==> config.mk <==
export PLATFORM = sky130hd
export DESIGN_NAME = alu_seq_controller_flat
export DESIGN_NICKNAME = d
export VERILOG_FILES = /design/src/rtl/alu_seq_controller_pkg.sv /design/src/rtl/alu_seq_controller_if.sv /design/src/rtl/alu_seq_controller_iter_counter.sv /design/src/rtl/alu_seq_controller.sv /design/src/flat_wrapper.sv
export SDC_FILE = /design/constraint.sdc
export NUM_CORES = 1
export LEC_CHECK = 0
export CAP_MARGIN = 20
export CORE_MARGIN = 2
export CORE_UTILIZATION = 38
export CTS_BUF_LIST = sky130_fd_sc_hd__clkbuf_2
export CTS_CLUSTER_SIZE = 20
export DETAILED_ROUTE_END_ITERATION = 7
export PLACE_DENSITY_LB_ADDON = 0.25
export REMOVE_ABC_BUFFERS = 1
export SLEW_MARGIN = 10
export SYNTH_ARGS = -nofsm -noshare
export SYNTH_HDL_FRONTEND = slang
export SYNTH_SLANG_ARGS = --single-unit
==> constraint.sdc <==
create_clock -name clk -period 2.6 [get_ports clk]
set_clock_uncertainty 0.2 [all_clocks]
set_input_delay 0.26 -clock clk [delete_from_list [all_inputs] [get_ports clk]]
set_output_delay 0.26 -clock clk [all_outputs]
set_load 0.01 [all_outputs]
==> src/rtl/alu_seq_controller_pkg.sv <==
// alu_seq_pkg: the shared definitions for the ALU multi-cycle sequencer.
//   - state_t    : sequencer states. The D_* states exist only when
//                  ALU_SEQ_DIV_EN is defined.
//   - OP_MUL/OP_DIV : encodings of the op input.
//   - N_DEFAULT  : default operand width and iteration count.
// Configuration macro: ALU_SEQ_DIV_EN (enables the division states).
package alu_seq_pkg;

    localparam int   N_DEFAULT = 8;

    localparam logic OP_MUL = 1'b0;
    localparam logic OP_DIV = 1'b1;

    typedef enum logic [3:0] {
        S_IDLE,
        S_LOAD,
        S_M_EVAL,
        S_M_SHIFT,
`ifdef ALU_SEQ_DIV_EN
        S_D_SHIFT,
        S_D_ADDSUB,
        S_D_SETQ,
        S_D_FIX,
`endif
        S_DONE
    } state_t;

endpackage

==> src/rtl/alu_seq_controller_if.sv <==
// alu_seq_controller_if: the bundle between the sequencer and its
// surroundings (opcode decode and the A/Q/M datapath).
//   Requests/status to the sequencer : start, op, booth_bits, a_sign
//   Strobes from the sequencer       : load_a/q/m, a_wr, alu_add, alu_sub,
//                                      aq_rshift, aq_lshift, q_lsb_wr, q_lsb_val
//   Status from the sequencer        : count, busy, done, err
// Modports: master = sequencer side, slave = decode/datapath side.
interface alu_seq_controller_if
    import alu_seq_pkg::*;
#(
    parameter int N  = N_DEFAULT,
    parameter int CW = $clog2(N + 1)
);
    logic          start;
    logic          op;
    logic [1:0]    booth_bits;
    logic          a_sign;
    logic          load_a;
    logic          load_q;
    logic          load_m;
    logic          a_wr;
    logic          alu_add;
    logic          alu_sub;
    logic          aq_rshift;
    logic          aq_lshift;
    logic          q_lsb_wr;
    logic          q_lsb_val;
    logic [CW-1:0] count;
    logic          busy;
    logic          done;
    logic          err;

    modport master (
        input  start, op, booth_bits, a_sign,
        output load_a, load_q, load_m, a_wr, alu_add, alu_sub,
               aq_rshift, aq_lshift, q_lsb_wr, q_lsb_val,
               count, busy, done, err
    );

    modport slave (
        output start, op, booth_bits, a_sign,
        input  load_a, load_q, load_m, a_wr, alu_add, alu_sub,
               aq_rshift, aq_lshift, q_lsb_wr, q_lsb_val,
               count, busy, done, err
    );

endinterface

==> src/rtl/alu_seq_controller_iter_counter.sv <==
// iter_counter: remaining-iteration counter for the sequencer.
//   clk, rst  : clock, synchronous active-high reset (count -> 0)
//   load_i    : load N
//   dec_i     : decrement; ignored at zero so the count never wraps
//   count_o   : remaining iterations
//   zero_o    : count is zero once the decrement of this cycle is applied
//               (i.e. count is 0 or 1); the FSM uses it to end the loop
module iter_counter #(
    parameter int N  = 8,
    parameter int CW = $clog2(N + 1)
) (
    input  logic          clk,
    input  logic          rst,
    input  logic          load_i,
    input  logic          dec_i,
    output logic [CW-1:0] count_o,
    output logic          zero_o
);
    logic [CW-1:0] count_q;
    logic [CW-1:0] count_d;

    always_comb begin
        count_d = count_q;
        if (load_i) begin
            count_d = CW'(N);
        end else if (dec_i && (count_q != '0)) begin
            count_d = count_q - CW'(1);
        end
    end

    always_ff @(posedge clk) begin
        if (rst) begin
            count_q <= '0;
        end else begin
            count_q <= count_d;
        end
    end

    assign count_o = count_q;
    assign zero_o  = (count_q <= CW'(1));

endmodule

==> src/rtl/alu_seq_controller.sv <==
// alu_seq_controller: sequencing FSM for Booth multiplication and
// non-restoring division on the A/Q/M datapath.
//   clk  : system clock
//   rst  : synchronous active-high reset
//   bus  : alu_seq_controller_if.master (start/op in, datapath status in,
//          strobes, count, busy, done, err out)
// Configuration macro: ALU_SEQ_DIV_EN. When undefined the division states
// are not built and a divide request in IDLE is rejected with an err pulse.
module alu_seq_controller
    import alu_seq_pkg::*;
#(
    parameter int N  = N_DEFAULT,
    parameter int CW = $clog2(N + 1)
) (
    input  logic                   clk,
    input  logic                   rst,
    alu_seq_controller_if.master   bus
);
    state_t        state_q;
    state_t        state_d;
    logic          err_q;
    logic          err_d;
    logic          cnt_load;
    logic          cnt_dec;
    logic          cnt_zero;
    logic [CW-1:0] cnt_value;
`ifdef ALU_SEQ_DIV_EN
    logic          op_q;
`endif

    logic load_a, load_q, load_m, a_wr, alu_add, alu_sub;
    logic aq_rshift, aq_lshift, q_lsb_wr, q_lsb_val, done;

    iter_counter #(.N(N), .CW(CW)) u_iter_counter (
        .clk     (clk),
        .rst     (rst),
        .load_i  (cnt_load),
        .dec_i   (cnt_dec),
        .count_o (cnt_value),
        .zero_o  (cnt_zero)
    );

    always_ff @(posedge clk) begin
        if (rst) begin
            state_q <= S_IDLE;
            err_q   <= 1'b0;
`ifdef ALU_SEQ_DIV_EN
            op_q    <= OP_MUL;
`endif
        end else begin
            state_q <= state_d;
            err_q   <= err_d;
`ifdef ALU_SEQ_DIV_EN
            if (state_q == S_IDLE && bus.start) begin
                op_q <= bus.op;
            end
`endif
        end
    end

    always_comb begin
        state_d   = state_q;
        err_d     = 1'b0;
        cnt_load  = 1'b0;
        cnt_dec   = 1'b0;
        load_a    = 1'b0;
        load_q    = 1'b0;
        load_m    = 1'b0;
        a_wr      = 1'b0;
        alu_add   = 1'b0;
        alu_sub   = 1'b0;
        aq_rshift = 1'b0;
        aq_lshift = 1'b0;
        q_lsb_wr  = 1'b0;
        q_lsb_val = 1'b0;
        done      = 1'b0;

        case (state_q)
            S_IDLE: begin
                if (bus.start) begin
`ifdef ALU_SEQ_DIV_EN
                    state_d = S_LOAD;
`else
                    // No divider built: refuse the request and stay idle.
                    if (bus.op == OP_DIV) begin
                        err_d = 1'b1;
                    end else begin
                        state_d = S_LOAD;
                    end
`endif
                end
            end
            S_LOAD: begin
                load_a   = 1'b1;
                load_q   = 1'b1;
                load_m   = 1'b1;
                cnt_load = 1'b1;
`ifdef ALU_SEQ_DIV_EN
                state_d  = (op_q == OP_DIV) ? S_D_SHIFT : S_M_EVAL;
`else
                state_d  = S_M_EVAL;
`endif
            end
            S_M_EVAL: begin
                // Booth recoding of {q[i], q[i-1]}.
                if (bus.booth_bits == 2'b01) begin
                    alu_add = 1'b1;
                    a_wr    = 1'b1;
                end else if (bus.booth_bits == 2'b10) begin
                    alu_sub = 1'b1;
                    a_wr    = 1'b1;
                end
                state_d = S_M_SHIFT;
            end
            S_M_SHIFT: begin
                aq_rshift = 1'b1;
                cnt_dec   = 1'b1;
                state_d   = cnt_zero ? S_DONE : S_M_EVAL;
            end
`ifdef ALU_SEQ_DIV_EN
            S_D_SHIFT: begin
                aq_lshift = 1'b1;
                state_d   = S_D_ADDSUB;
            end
            S_D_ADDSUB: begin
                // Non-restoring step: subtract while the partial remainder
                // is non-negative, add it back in while negative.
                a_wr    = 1'b1;
                alu_sub = ~bus.a_sign;
                alu_add = bus.a_sign;
                state_d = S_D_SETQ;
            end
            S_D_SETQ: begin
                q_lsb_wr  = 1'b1;
                q_lsb_val = ~bus.a_sign;
                cnt_dec   = 1'b1;
                state_d   = cnt_zero ? S_D_FIX : S_D_SHIFT;
            end
            S_D_FIX: begin
                // A negative final remainder is corrected by adding M back.
                if (bus.a_sign) begin
                    alu_add = 1'b1;
                    a_wr    = 1'b1;
                end
                state_d = S_DONE;
            end
`endif
            S_DONE: begin
                done    = 1'b1;
                state_d = S_IDLE;
            end
            default: begin
                state_d = S_IDLE;
            end
        endcase
    end

    assign bus.load_a    = load_a;
    assign bus.load_q    = load_q;
    assign bus.load_m    = load_m;
    assign bus.a_wr      = a_wr;
    assign bus.alu_add   = alu_add;
    assign bus.alu_sub   = alu_sub;
    assign bus.aq_rshift = aq_rshift;
    assign bus.aq_lshift = aq_lshift;
    assign bus.q_lsb_wr  = q_lsb_wr;
    assign bus.q_lsb_val = q_lsb_val;
    assign bus.done      = done;
    assign bus.err       = err_q;
    assign bus.count     = cnt_value;
    assign bus.busy      = (state_q != S_IDLE) && (state_q != S_DONE);

endmodule

==> src/flat_wrapper.sv <==
// flat-port wrapper written by rule: the top's interface ports become plain ports
module alu_seq_controller_flat import alu_seq_pkg::*;
#(
    parameter int N  = N_DEFAULT,
    parameter int CW = $clog2(N + 1)
)
  (clk, rst, bus_start, bus_op, bus_booth_bits, bus_a_sign, bus_load_a, bus_load_q, bus_load_m, bus_a_wr, bus_alu_add, bus_alu_sub, bus_aq_rshift, bus_aq_lshift, bus_q_lsb_wr, bus_q_lsb_val, bus_count, bus_busy, bus_done, bus_err);
  alu_seq_controller_if #(.N(N), .CW(CW)) bus_i ();
  input  logic clk;
  input  logic rst;
  input wire logic [$bits(bus_i.start)-1:0] bus_start;
  input wire logic [$bits(bus_i.op)-1:0] bus_op;
  input wire logic [$bits(bus_i.booth_bits)-1:0] bus_booth_bits;
  input wire logic [$bits(bus_i.a_sign)-1:0] bus_a_sign;
  output wire logic [$bits(bus_i.load_a)-1:0] bus_load_a;
  output wire logic [$bits(bus_i.load_q)-1:0] bus_load_q;
  output wire logic [$bits(bus_i.load_m)-1:0] bus_load_m;
  output wire logic [$bits(bus_i.a_wr)-1:0] bus_a_wr;
  output wire logic [$bits(bus_i.alu_add)-1:0] bus_alu_add;
  output wire logic [$bits(bus_i.alu_sub)-1:0] bus_alu_sub;
  output wire logic [$bits(bus_i.aq_rshift)-1:0] bus_aq_rshift;
  output wire logic [$bits(bus_i.aq_lshift)-1:0] bus_aq_lshift;
  output wire logic [$bits(bus_i.q_lsb_wr)-1:0] bus_q_lsb_wr;
  output wire logic [$bits(bus_i.q_lsb_val)-1:0] bus_q_lsb_val;
  output wire logic [$bits(bus_i.count)-1:0] bus_count;
  output wire logic [$bits(bus_i.busy)-1:0] bus_busy;
  output wire logic [$bits(bus_i.done)-1:0] bus_done;
  output wire logic [$bits(bus_i.err)-1:0] bus_err;
  assign bus_i.start = bus_start;
  assign bus_i.op = bus_op;
  assign bus_i.booth_bits = bus_booth_bits;
  assign bus_i.a_sign = bus_a_sign;
  assign bus_load_a = bus_i.load_a;
  assign bus_load_q = bus_i.load_q;
  assign bus_load_m = bus_i.load_m;
  assign bus_a_wr = bus_i.a_wr;
  assign bus_alu_add = bus_i.alu_add;
  assign bus_alu_sub = bus_i.alu_sub;
  assign bus_aq_rshift = bus_i.aq_rshift;
  assign bus_aq_lshift = bus_i.aq_lshift;
  assign bus_q_lsb_wr = bus_i.q_lsb_wr;
  assign bus_q_lsb_val = bus_i.q_lsb_val;
  assign bus_count = bus_i.count;
  assign bus_busy = bus_i.busy;
  assign bus_done = bus_i.done;
  assign bus_err = bus_i.err;
  alu_seq_controller #(.N(N), .CW(CW)) u_core (.clk(clk), .rst(rst), .bus(bus_i));
endmodule
==> metrics <==
Clock transition at path regs=0.08 ns; Rows=12; Clk Latency, worst-skew pair=0.24 ns; crit-path max FO=6; Syn Inst Count=61; CTS tree=done; Post-CTS Setup Inserts=0; routability congestion estimate=between 0.7 and 0.8; most frequent cell after synthesis=inv_1; Synth Area in Adders=10.15%; Achievable Freq=0.4365 GHz; die width=40.02 um; register area share after synthesis=32.49%; Post-Syn Area=493.0 um2; # DRC=0; TNS Setup=0 ns; Total GRT Usage=15.21%; final std cells w/o fill=94; Detailed Place HPWL=773.8 um; startpoint type of the worst setup path=flop; Placed Instances=91; max-cap viol count=0; setup violators final=0; clock root cell=clkbuf_2; Post-DRT Antenna Nets=0; dominant cell type by area after synthesis=dfxtp_1; filler cell count=approximately 110; share of cells above drive strength 1=roughly an eighth; minimum clock period=2.291 ns; Hold Fails Final Rpt=0; Post-synth EDFFs=0; hold_buf cts=0; DR iter-0 viols=18; Pleak=roughly 0.33 nW; Critical Path AT=1.83 ns; maximum VDD drop=0.2406 mV; Hold Path Class=reg2reg; aggregate routed wire length=981 um; Port Buffer Count=19; Post-Place Setup Slack=around 0.44 ns; ys flop type=dfxtp_1; Yosys top cell area share=32.49%; largest family of logic cells by synthesized area=simple AND/OR/NAND/NOR gates; # IOs=24; final worst slack=0.3091 ns; Bufs on Longest Clock Path=2; Die H=40.02 um; Post-Synth XOR/XNOR Area=0%; Post-Synth Simple-Gate Area=29.70%; P per Cell Area=394.8 nW/um2; CTS sink cnt=8; ys async rst share=0%; Cell variety after synth=23; CP Capture Type=output pin; post-cts resize count=0; Synth area leaders=dfxtp_1 (32%), ha_1 (10%), buf_4 (7.6%); core region area=1156 um2; routed len/inst=10.44 um; Commonest cells post-synth=inv_1 (9), dfxtp_1 (8), nor2_1 (6); largest net degree at the start of global routing=11; period utilization=88.11%; first-pass GRT wire length=1559 um; Syn Area/Cell=8.082 um2; gr ovfl total=0; final instance area=roughly 690 um2; RSZ-0062 raised after global routing=no; path type of the worst setup path=reg2out; nets@finish=93; Synth Area in Compound Gates=12.44%; via/cell ratio=4.819; count of pins over their slew limit=0; Pre-antenna DRT Iters=5; DP Area=670.6 um2; CTS Buf Count=3; Starting Density=42.64%; Vias=453; Core Util, Final=59.31%; diodes inserted=0; initial antenna violation count=0; worst path required time=approximately 2.1 ns; vias in the first global route=364; Syn. warnings=0; status=complete, no violations; FF+latch count, synth=8; H-tree Lvls=1; total die area=1602 um2; multiplexer area fraction after synthesis=0%; P&R area growth vs syn=39.09%
[worst paths after layout]
check                           cells past startpoint                              from                                to  slack (ns)
worst max-delay path                                3                 u_core.state_q[0]                        bus_load_a        0.31
worst min-delay path                                2  u_core.u_iter_counter.count_o[1]  u_core.u_iter_counter.count_o[1]        0.32
worst max register to register                      5  u_core.u_iter_counter.count_o[0]  u_core.u_iter_counter.count_o[3]        0.82
worst min register to register                      2  u_core.u_iter_counter.count_o[1]  u_core.u_iter_counter.count_o[1]        0.32
[routing by layer]
metal / part of all wire (%) / GRT usage, % / vias up / routed length (um)
li1: - / - / 237 / -
met1: 45 / 19.33 / 200 / 444
met2: 48 / 21.37 / 14 / 468
met3: 5.8 / 5.000 / 2 / 57
met4: 1.1 / 10.34 / 0 / 11
met5: 0 / 0 / - / 0
[logic make-up after synthesis]
family	count (synthesis)
buffers and inverters	14
adders and majority gates	4
and+or+nand+nor	23
other	1
DFF	8
AOI/OAI and AO/OA	11
[cells in the final DEF (no fill, tap or decap)]
| cell | count |
|---|---|
| clkdlybuf4s50_1 | 19 |
| inv_1 | 9 |
| dfxtp_1 | 8 |
| nor2_1 | 6 |
| o21ai_0 | 5 |
| a21oi_1 | 4 |
| ha_1 | 4 |
| conb_1 | 3 |
| clkbuf_2 | 3 |
| and3_2 | 2 |
| nand2_1 | 2 |
| or3_2 | 2 |
| or4_1 | 2 |
| nand3b_4 | 1 |
| or3b_2 | 1 |
| or2_2 | 1 |
| nor3b_1 | 1 |
| nand2b_1 | 1 |
| nand3_1 | 1 |
| or3_1 | 1 |
| a31oi_1 | 1 |
| o211a_1 | 1 |
| nor4_1 | 1 |
| nor3_1 | 1 |
[where the power goes]
group / internal, mW / leakage, nW / switching, mW
logic: 0.0327 / 0.253 / 0.0271
clock network: 0.0315 / 0.0125 / 0.0451
registers: 0.127 / 0.0650 / 0.00709
[metrics by stage]
step | total power, mW | hold WS, ns
6_report | 0.2707 | 0.3164
5_1_grt | 0.2887 | 0.3573
4_1_cts | 0.2729 | 0.3209
3_5_place_dp | 0.1975 | 0.3112
3_3_place_gp | 0.1962 | 0.3007
2_1_floorplan | 0.1637 | 0.1294
[critical path, cell delays in order (launching register included)]
cell and delay, ns:
dfxtp_1 0.46, or3b_2 0.50, inv_1 0.10, clkdlybuf4s50_1 0.54
[area by class of cell]
| class | count | area [um2] | area share, % |
|---|---|---|---|
| Clock buffer | 3 | 15.01 | 2.190 |
| Multi-Input combinational cell | 41 | 269.0 | 39.23 |
| Tap cell | 14 | 17.52 | 2.555 |
| Inverter | 9 | 33.78 | 4.927 |
| Sequential cell | 8 | 160.2 | 23.36 |
| Timing Repair Buffer | 19 | 190.2 | 27.74 |
[sequential cells by signal, indices dropped and copies added, names as in the netlist]
name / count
u_core.u_iter_counter.count_o: 4
u_core.bus.err: 1
u_core.state_q: 3
(Power assumes the default switching activity.)
